==> config.mk <==
export PLATFORM = sky130hd
export DESIGN_NAME = bus_transfer_sequencer
export DESIGN_NICKNAME = d
export VERILOG_FILES = /design/src/rtl/bus_transfer_sequencer.sv
export SDC_FILE = /design/constraint.sdc
export NUM_CORES = 1
export LEC_CHECK = 0
export BUFFER_PORTS_ARGS = -buffer_cell sky130_fd_sc_hd__buf_2
export CORE_ASPECT_RATIO = 1.1
export CORE_MARGIN = 2
export CORE_UTILIZATION = 47
export DETAILED_ROUTE_END_ITERATION = 10
export GPL_TIMING_DRIVEN = 0
export PLACE_DENSITY = 0.75
export SLEW_MARGIN = 5
export SYNTH_ARGS = -nofsm -noshare
export SYNTH_HDL_FRONTEND = slang
export SYNTH_SLANG_ARGS = --single-unit
export TNS_END_PERCENT = 10
==> constraint.sdc <==
create_clock -name clock -period 1.9 [get_ports clock]
set_clock_uncertainty 0.15 [all_clocks]
set_input_delay 0.19 -clock clock [delete_from_list [all_inputs] [get_ports clock]]
set_output_delay 0.19 -clock clock [all_outputs]
set_load 0.005 [all_outputs]
==> src/rtl/bus_transfer_sequencer.sv <==
// rtl/bus_transfer_sequencer.sv - two-requester bus move sequencer (optional BUS_SEQ_CHECK_EN code legality check)
module bus_transfer_sequencer #(
    parameter int FIXED_PRIORITY = 0
) (
    input  logic       clock,
    input  logic       reset_n,
    input  logic       req0_valid,
    input  logic [3:0] req0_src,
    input  logic [2:0] req0_dst,
    output logic       req0_ready,
    input  logic       req1_valid,
    input  logic [3:0] req1_src,
    input  logic [2:0] req1_dst,
    output logic       req1_ready,
    output logic [3:0] select_source,
    output logic [2:0] select_destination,
    output logic       busy,
    output logic       done,
    output logic       done_id,
    output logic       error
);

    typedef enum logic [1:0] {IDLE, SRC, DST} state_t;

    state_t     state;
    logic       ptr;
    logic [2:0] dst_q;
    logic       id_q;
    logic       grant;
    logic       hs;
    logic [3:0] hs_src;
    logic [2:0] hs_dst;
    logic       legal;

    always_comb begin
        grant = 1'b0;
        if (req0_valid && req1_valid) grant = ptr;
        else if (req1_valid)          grant = 1'b1;
    end

    // Ready is forced low while reset is asserted, even though state already reads IDLE.
    assign req0_ready = reset_n && (state == IDLE) && req0_valid && !grant;
    assign req1_ready = reset_n && (state == IDLE) && req1_valid && grant;
    assign hs         = req0_ready || req1_ready;
    assign hs_src     = grant ? req1_src : req0_src;
    assign hs_dst     = grant ? req1_dst : req0_dst;

`ifdef BUS_SEQ_CHECK_EN
    logic err_q;

    assign legal = (hs_src != 4'b0100) && (hs_src <= 4'b1011) &&
                   ((hs_dst == 3'b000) || (hs_dst == 3'b010) ||
                    (hs_dst == 3'b011) || (hs_dst == 3'b110));
    assign error = err_q;

    always_ff @(posedge clock or negedge reset_n) begin
        if (!reset_n) err_q <= 1'b0;
        else          err_q <= hs && !legal;
    end
`else
    assign legal = 1'b1;
    assign error = 1'b0;
`endif

    always_ff @(posedge clock or negedge reset_n) begin
        if (!reset_n) begin
            state              <= IDLE;
            ptr                <= 1'b0;
            dst_q              <= 3'b000;
            id_q               <= 1'b0;
            select_source      <= 4'b0000;
            select_destination <= 3'b000;
            busy               <= 1'b0;
            done               <= 1'b0;
            done_id            <= 1'b0;
        end else begin
            done <= 1'b0;
            case (state)
                IDLE: begin
                    if (hs) begin
                        id_q  <= grant;
                        dst_q <= hs_dst;
                        if (FIXED_PRIORITY == 0) ptr <= ~grant;
                        if (!legal) begin
                            done_id <= grant;
                        end else if (hs_src != 4'b0000) begin
                            state         <= SRC;
                            select_source <= hs_src;
                            busy          <= 1'b1;
                        end else if (hs_dst != 3'b000) begin
                            state              <= DST;
                            select_destination <= hs_dst;
                            busy               <= 1'b1;
                        end else begin
                            done    <= 1'b1;
                            done_id <= grant;
                        end
                    end
                end
                SRC: begin
                    select_source <= 4'b0000;
                    if (dst_q != 3'b000) begin
                        state              <= DST;
                        select_destination <= dst_q;
                    end else begin
                        state   <= IDLE;
                        busy    <= 1'b0;
                        done    <= 1'b1;
                        done_id <= id_q;
                    end
                end
                DST: begin
                    state              <= IDLE;
                    select_destination <= 3'b000;
                    busy               <= 1'b0;
                    done               <= 1'b1;
                    done_id            <= id_q;
                end
                default: state <= IDLE;
            endcase
        end
    end

endmodule

==> key figures, run 1 <==
GRT
  • First-pass GRT wire length: approximately 5700 um
  • Initial antenna violation count: 0
  • GR Overflow Total: 0
  • Largest net degree at the start of global routing: 18
  • Number of global-route vias before repair: between 1000 and 1500
  • Total GRT Usage: 0.2467

Die
  • Initial Utilization: 0.4929
  • Row Count: 19
  • IO Pins: 31
  • Die footprint: about 3000 sq um
  • Core area: roughly 2500 sq um
  • Die Width: 52.55 um
  • DIE HEIGHT: between 50 and 60 um

Cells and area
  • Final Instance Area: 1568 sq um
  • Layout cells sized above 1: 0.3391
  • Fillers: ~240
  • Area delta synth->final: 28.64%
  • Antenna Cells: 0
  • Final nets: around 200
  • Final design utilization: 0.6341

Setup path
  • RR Endpoint: done_id
  • CP max FO: 3
  • Arr. time, crit path: between 1.5 and 2 ns
  • Slowest CP cell: dfrtp_1
  • Reg-to-reg startpoint: dst_q[0]
  • Crit path to: done_id
  • Required @ worst endpoint: 1.94 ns
  • CP Class: register to register
  • CP Cell Sequence: or3_4, a221o_1, a31oi_4, mux2_4
  • Worst Reg2Reg Path Length in Cells: 4
  • Worst Setup SP: dst_q[0]
  • CP endpoint kind: register
  • Startpoint types: register
  • R2R Setup Slk: -0.008 ns
  • Slowest stage delay, CP: approximately 0.40 ns

STA
  • Final period util: 1.004
  • Slew HR: 0.4414
  • Worst setup margin: -0.008193 ns
  • Setup violators final: 1
  • Final Slew Violations: 0
  • Least-Margin Pin Slew: roughly 0.84 ns
  • Final min period: about 1.9 ns
  • FMAX: about 520 MHz
  • RSZ-0062 raised after global routing: yes
  • Final hold vios: 0

Place
  • IO buf count: 29
  • Pre-CTS WS: -0.3796 ns
  • Hpwl dp: 2429 um
  • Post-DP Area: approximately 1400 sq um
  • GPL Wtd Cong: around 0.83

Drt
  • Initial drt markers: 58
  • Vias per cell: about 6.3
  • Metal-1 WL: between 1000 and 1500 um
  • Met2 WL: 1665 um
  • Max layer used: met4
  • # DRC: 0
  • WL per Instance: roughly 17 um
  • Via count: around 1300
  • Metal3 WL: ~180 um
  • Drt pass-1 iters: 4
  • Drt total wl: roughly 3400 um
  • Antenna Violating Nets Remaining: 0

Logic synthesis
  • Ys flop type: dfrtp_1
  • Synth Instances: 138
  • Syn Nets: 160
  • Yosys top cell area share: 0.3491
  • Register bit total from synthesis: 17
  • Synth async-reset ratio: 1.000
  • Seq/Total Area, Yosys: 0.3491
  • Yosys top cell by area: dfrtp_1
  • Post-synth EDFFs: 0
  • Distinct cell type count after synthesis: 40
  • Synth Warn #: 0
  • Cell Area, Synth: approximately 1200 sq um
  • Largest cells by area after synthesis: dfrtp_1 35%, o311ai_0 5.7%, a21boi_0 4.3%, o211ai_1 4.3%, and3_1 4.1%
  • Mapped Avg Cell Area: between 8 and 9 sq um

Pwr
  • Peak VDD IR: 1.020 mV
  • Leakage: 0.0006796 uW
  • Cell Pwr Density: 1481 nW/um^2

Clocking
  • Clk sinks: 17
  • CTS H-tree lvls: 1
  • Root Buffer Master: clkbuf_4
  • Clk slew on worst S/H paths: 0.10 ns
  • Clock Latency Late Sink: approximately 0.30 ns
  • TritonCTS clock tree: done
  • Num CTS Buffers: 3
  • Max clock buf depth: 2

Status
  • Violated checks: negative setup slack
  • Status: finished with violations

Hold path
  • Worst min-delay path class: input pin to register

Job
  • Max cap viols: 0
## per-layer routing
layer / GRT usage / vias to the layer above
li1: - / 606
met3: 0.02618 / 8
met1: 0.3367 / 617
met5: 0 / -
met2: 0.4143 / 52
met4: 0.06227 / 0
## area by class of cell
cell class | instances | area [sq um] | share of cell area
repair buffers | 34 | 185.2 | 0.1181
clock buffers | 4 | 26.28 | 0.01676
plain buffers | 7 | 58.81 | 0.03751
well taps | 31 | 38.79 | 0.02474
multi-input cells | 103 | 799.5 | 0.5100
flip-flops and latches | 17 | 425.4 | 0.2713
inverters | 9 | 33.78 | 0.02155
## flip-flops by register name, summed over array words and instances (netlist names)
name and flops:
busy 1, done 1, done_id 1, dst_q 3, id_q 1, ptr 1, select_destination 3, select_source 4
state 2
## kinds of logic after synthesis
logic type,share of synthesized area
AO/OA/AOI/OAI,0.3388
adder cells (fa/ha/maj),0.04107
buffers and inverters,0.05852
flip-flops,0.3491
multiplexers,0.01745
other,0.003077
AND/OR/NAND/NOR,0.1920
## per-stage QoR
stage,power (uW),setup TNS (ns),std cells,hold WS (ns)
2_1_floorplan,1478,-0.1568,138,-0.2556
3_3_place_gp,1785,-3.214,198,0.008040
3_5_place_dp,1844,-4.517,198,0.01685
4_1_cts,2256,-0.01112,205,0.1153
5_1_grt,2514,-0.2941,205,0.1395
6_report,2322,-0.008193,205,0.1037
## what timing repair did
| item | CTS | global route |
|---|---|---|
| resized for setup | 20 | 7 |
| pin swaps | 3 | 5 |
| endpoints found under the setup margin | 19 | 13 |
| hold buffers | 1 | 0 |
| setup buffers | 4 | 0 |
| hold endpoints to repair | 17 | 0 |
## worst max-delay path, delay by kind of cell, from the launching register on
kind,cells,cell delay [ns]
muxes,1,0.31
and+or+nand+nor,1,0.40
DFF,1,0.40
AOI/OAI and AO/OA,2,0.54
## synthesized netlist by cell type (2+ instances only)
cell / count
o311ai_0: 8
nor3_1: 6
o211ai_1: 7
inv_1: 9
a21oi_1: 6
a31oi_1: 2
ha_1: 4
nand2b_1: 3
nor2_1: 3
o32ai_1: 2
clkbuf_1: 7
or3_1: 2
a21boi_0: 7
and3_1: 8
dfrtp_1: 17
nand3_1: 3
a21o_1: 2
nor4_1: 2
o21bai_1: 2
a211oi_1: 3
o31ai_1: 3
o21ai_0: 9
nand2_1: 6
## worst min path at each step
stage,from,slack [ns],cells past startpoint,to
final,reset_n,0.10,3,ptr
after global routing,reset_n,0.14,3,id_q
after CTS,req0_valid,0.12,3,ptr
after detailed placement,reset_n,0.02,1,busy
after global placement,reset_n,0.008,1,busy
after floorplan,reset_n,-0.26,0,busy
## report_power, final
part | total, uW | switching [uW] | internal [uW]
Clock | 206 | 124 | 81.8
Sequential | 677 | 126 | 551
Combinational | 1440 | 739 | 700
Total | 2320 | 989 | 1330
## cells in the final DEF (no fill, tap or decap), types with 3 or more instances in the layout
cell type and n:
a21oi_1 4, nor3_1 5, buf_2 29, buf_4 5
o21ai_0 9, a21boi_0 7, nand2_1 6, nor2_1 3
clkbuf_1 3, inv_1 7, o211ai_1 7, clkbuf_4 5
o311ai_0 7, and3_1 8, dfrtp_1 17
No activity file was read; power rests on OpenSTA's default activity.
==> inputs of run 2 (changes only) <==
Settings changed: GPL_TIMING_DRIVEN 0 to unset.
==> run 2 against run 1 <==
Effect of this change:
- the flow still finishes with violations (negative setup slack)
- cell area up 7.7%
- sequential power down 1%
- register-to-register slack hardly changed
- global-route usage is 0.17 points higher
- clock power increased by 4%
- total power is 5.2% higher
- clock-buffer cell count decreased by 1
- cell count grew 8.3%
==> key figures, run 2 (synthesized netlist as in run 1, its figures left out) <==
Status
  • Status: finished with violations
  • Violated checks: negative setup slack

Die
  • IO Pins: 31
  • Die footprint: about 3000 sq um
  • Core area: 2472 sq um
  • DIE HEIGHT: 57.41 um
  • Die Width: between 50 and 60 um
  • Initial Utilization: 0.4929
  • Row Count: 19

Cells and area
  • Top reg by flops: select_source
  • Largest regs: select_source x4, dst_q x3, select_destination x3
  • Fillers: approximately 220
  • Most frequent cells in the layout: 29 x buf_2, 26 x buf_4, 17 x dfrtp_1
  • Largest register FFs: 4
  • Layout cells sized above 1: 0.3874
  • Area delta synth->final: 38.50%
  • Most common cell after layout, fill and taps aside: buf_2
  • Antenna Cells: 0
  • Final nets: 214

Clocking
  • Clk slew on worst S/H paths: around 0.12 ns
  • TritonCTS clock tree: done
  • Max clock buf depth: 2
  • Num CTS Buffers: 3
  • Clock Latency Late Sink: slightly above 0.3 ns
  • CTS H-tree lvls: 1
  • Clk sinks: 17
  • Root Buffer Master: clkbuf_4

Hold path
  • Hold Path Sink: dst_q[2]
  • Worst min-delay path class: input pin to register
  • Hold-critical path depth: 4
  • Hold_sp: req1_dst[2]

Drt
  • Drt pass-1 iters: 4
  • # DRC: 0
  • Via count: roughly 1300
  • Vias per cell: approximately 6
  • Initial drt markers: 38
  • WL per Instance: 15.28 um
  • Antenna Violating Nets Remaining: 0
  • Drt total wl: 3393 um

STA
  • Final hold vios: 0
  • Least-Margin Pin Slew: around 0.55 ns
  • Slew HR: 0.6304
  • Setup violators final: 1
  • Worst setup margin: -0.0008664 ns
  • Final period util: 1.000
  • FMAX: ~530 MHz
  • Final min period: 1.901 ns
  • Setup TNS: -0.0008664 ns
  • Final Slew Violations: 0
  • RSZ-0062 raised after global routing: yes

Setup path
  • Reg-to-reg startpoint: dst_q[1]
  • Required @ worst endpoint: about 2 ns
  • CP endpoint kind: register
  • CP max FO: 3
  • RR Endpoint: done_id
  • Worst Reg2Reg Path Length in Cells: 4
  • Arr. time, crit path: between 1.5 and 2 ns
  • Startpoint types: register
  • CP Class: register to register
  • R2R Setup Slk: -0.0009 ns

GRT
  • Most Crowded Layer GR: met2
  • Initial antenna violation count: 0
  • Largest net degree at the start of global routing: 20
  • Global-route met1 utilization: 0.3205
  • GR met3 Demand/Resource: 0.02618
  • First-pass GRT wire length: around 5600 um
  • Number of global-route vias before repair: 1247
  • M2 GR Usage: 0.4250
  • GR Overflow Total: 0
  • Total GRT Usage: 0.2484

Pwr
  • Pwr Total: between 2000 and 2500 uW
  • Peak VDD IR: between 0.9 and 1 mV
  • Leakage: about 0.00078 uW
  • Cell Pwr Density: 1447 nW/um^2

Place
  • Hpwl dp: approximately 2600 um
  • IO buf count: 29
  • GPL Wtd Cong: about 0.83

Job
  • Max cap viols: 0
## run 2: cell types whose count changed in the layout (fill, tap and decap cells not counted), sizes merged
cell and delta:
buf +22, clkbuf -6, clkinvlp +1
## run 2: layout make-up
| type | instances | area [sq um] | area share |
|---|---|---|---|
| clock buffer | 3 | 22.52 | 0.01334 |
| clock inverter | 1 | 7.507 | 0.004448 |
| inverter | 9 | 33.78 | 0.02001 |
| multi-input combinational | 103 | 783.3 | 0.4640 |
| sequential | 17 | 425.4 | 0.2520 |
| tap | 31 | 38.79 | 0.02298 |
| timing repair buffer | 58 | 376.6 | 0.2231 |
## run 2: what timing repair did
item | in CTS | in global routing
cloned | 0 | 0
hold buffers | 1 | 0
resized for setup | 8 | 16
pin swaps | 1 | 1
hold endpoints to repair | 17 | 0
endpoints found under the setup margin | 7 | 11
setup buffers | 0 | 3
## run 2: per-layer routing
metal  wire [um]  vias up  part of all wire
li1            -      645                 -
met1        1485      644              0.44
met2        1735       34              0.51
met3         124        6             0.037
met4          46        0             0.014
met5           0        -                 0
## run 2: power breakdown
part	leakage (uW)	internal, uW	switching, uW	total (uW)
clock network	0.0000139	80.5	135	215
registers	0.000201	551	118	669
logic	0.000560	798	761	1560
## run 2: stage by stage
| stage | worst slack [ns] | instance area [sq um] | hold slack, ns | instances | util |
|---|---|---|---|---|---|
| 6_report | -0.0008664 | 1688 | 0.1696 | 222 | 0.6827 |
| 5_1_grt | -0.04069 | 1688 | 0.1884 | 222 | 0.6827 |
| 4_1_cts | -0.006221 | 1622 | 0.1663 | 219 | 0.6559 |
| 3_5_place_dp | -0.2247 | 1553 | 0.06625 | 214 | 0.6280 |
| 3_3_place_gp | -0.2083 | 1553 | 0.05544 | 214 | 0.6280 |
| 2_1_floorplan | -0.1014 | 1219 | -0.2556 | 138 | - |
## run 2: worst max-delay path: stages, from the launching register on
cell and delay, ns:
dfrtp_1 0.40, or3_4 0.39, a221o_1 0.38, a31oi_4 0.16, mux2_1 0.33
## run 2: worst max-delay path by stage
| stage | from | endpoint | slack [ns] | cells after the start |
|---|---|---|---|---|
| floorplan | req1_src[0] | done_id | -0.10 | 4 |
| global route | state[1] | done_id | -0.04 | 5 |
| finish | dst_q[1] | done_id | -0.0009 | 4 |
| detailed placement | req1_src[0] | done_id | -0.22 | 5 |
| global placement | req1_src[0] | done_id | -0.21 | 5 |
| CTS | dst_q[1] | done_id | -0.006 | 4 |
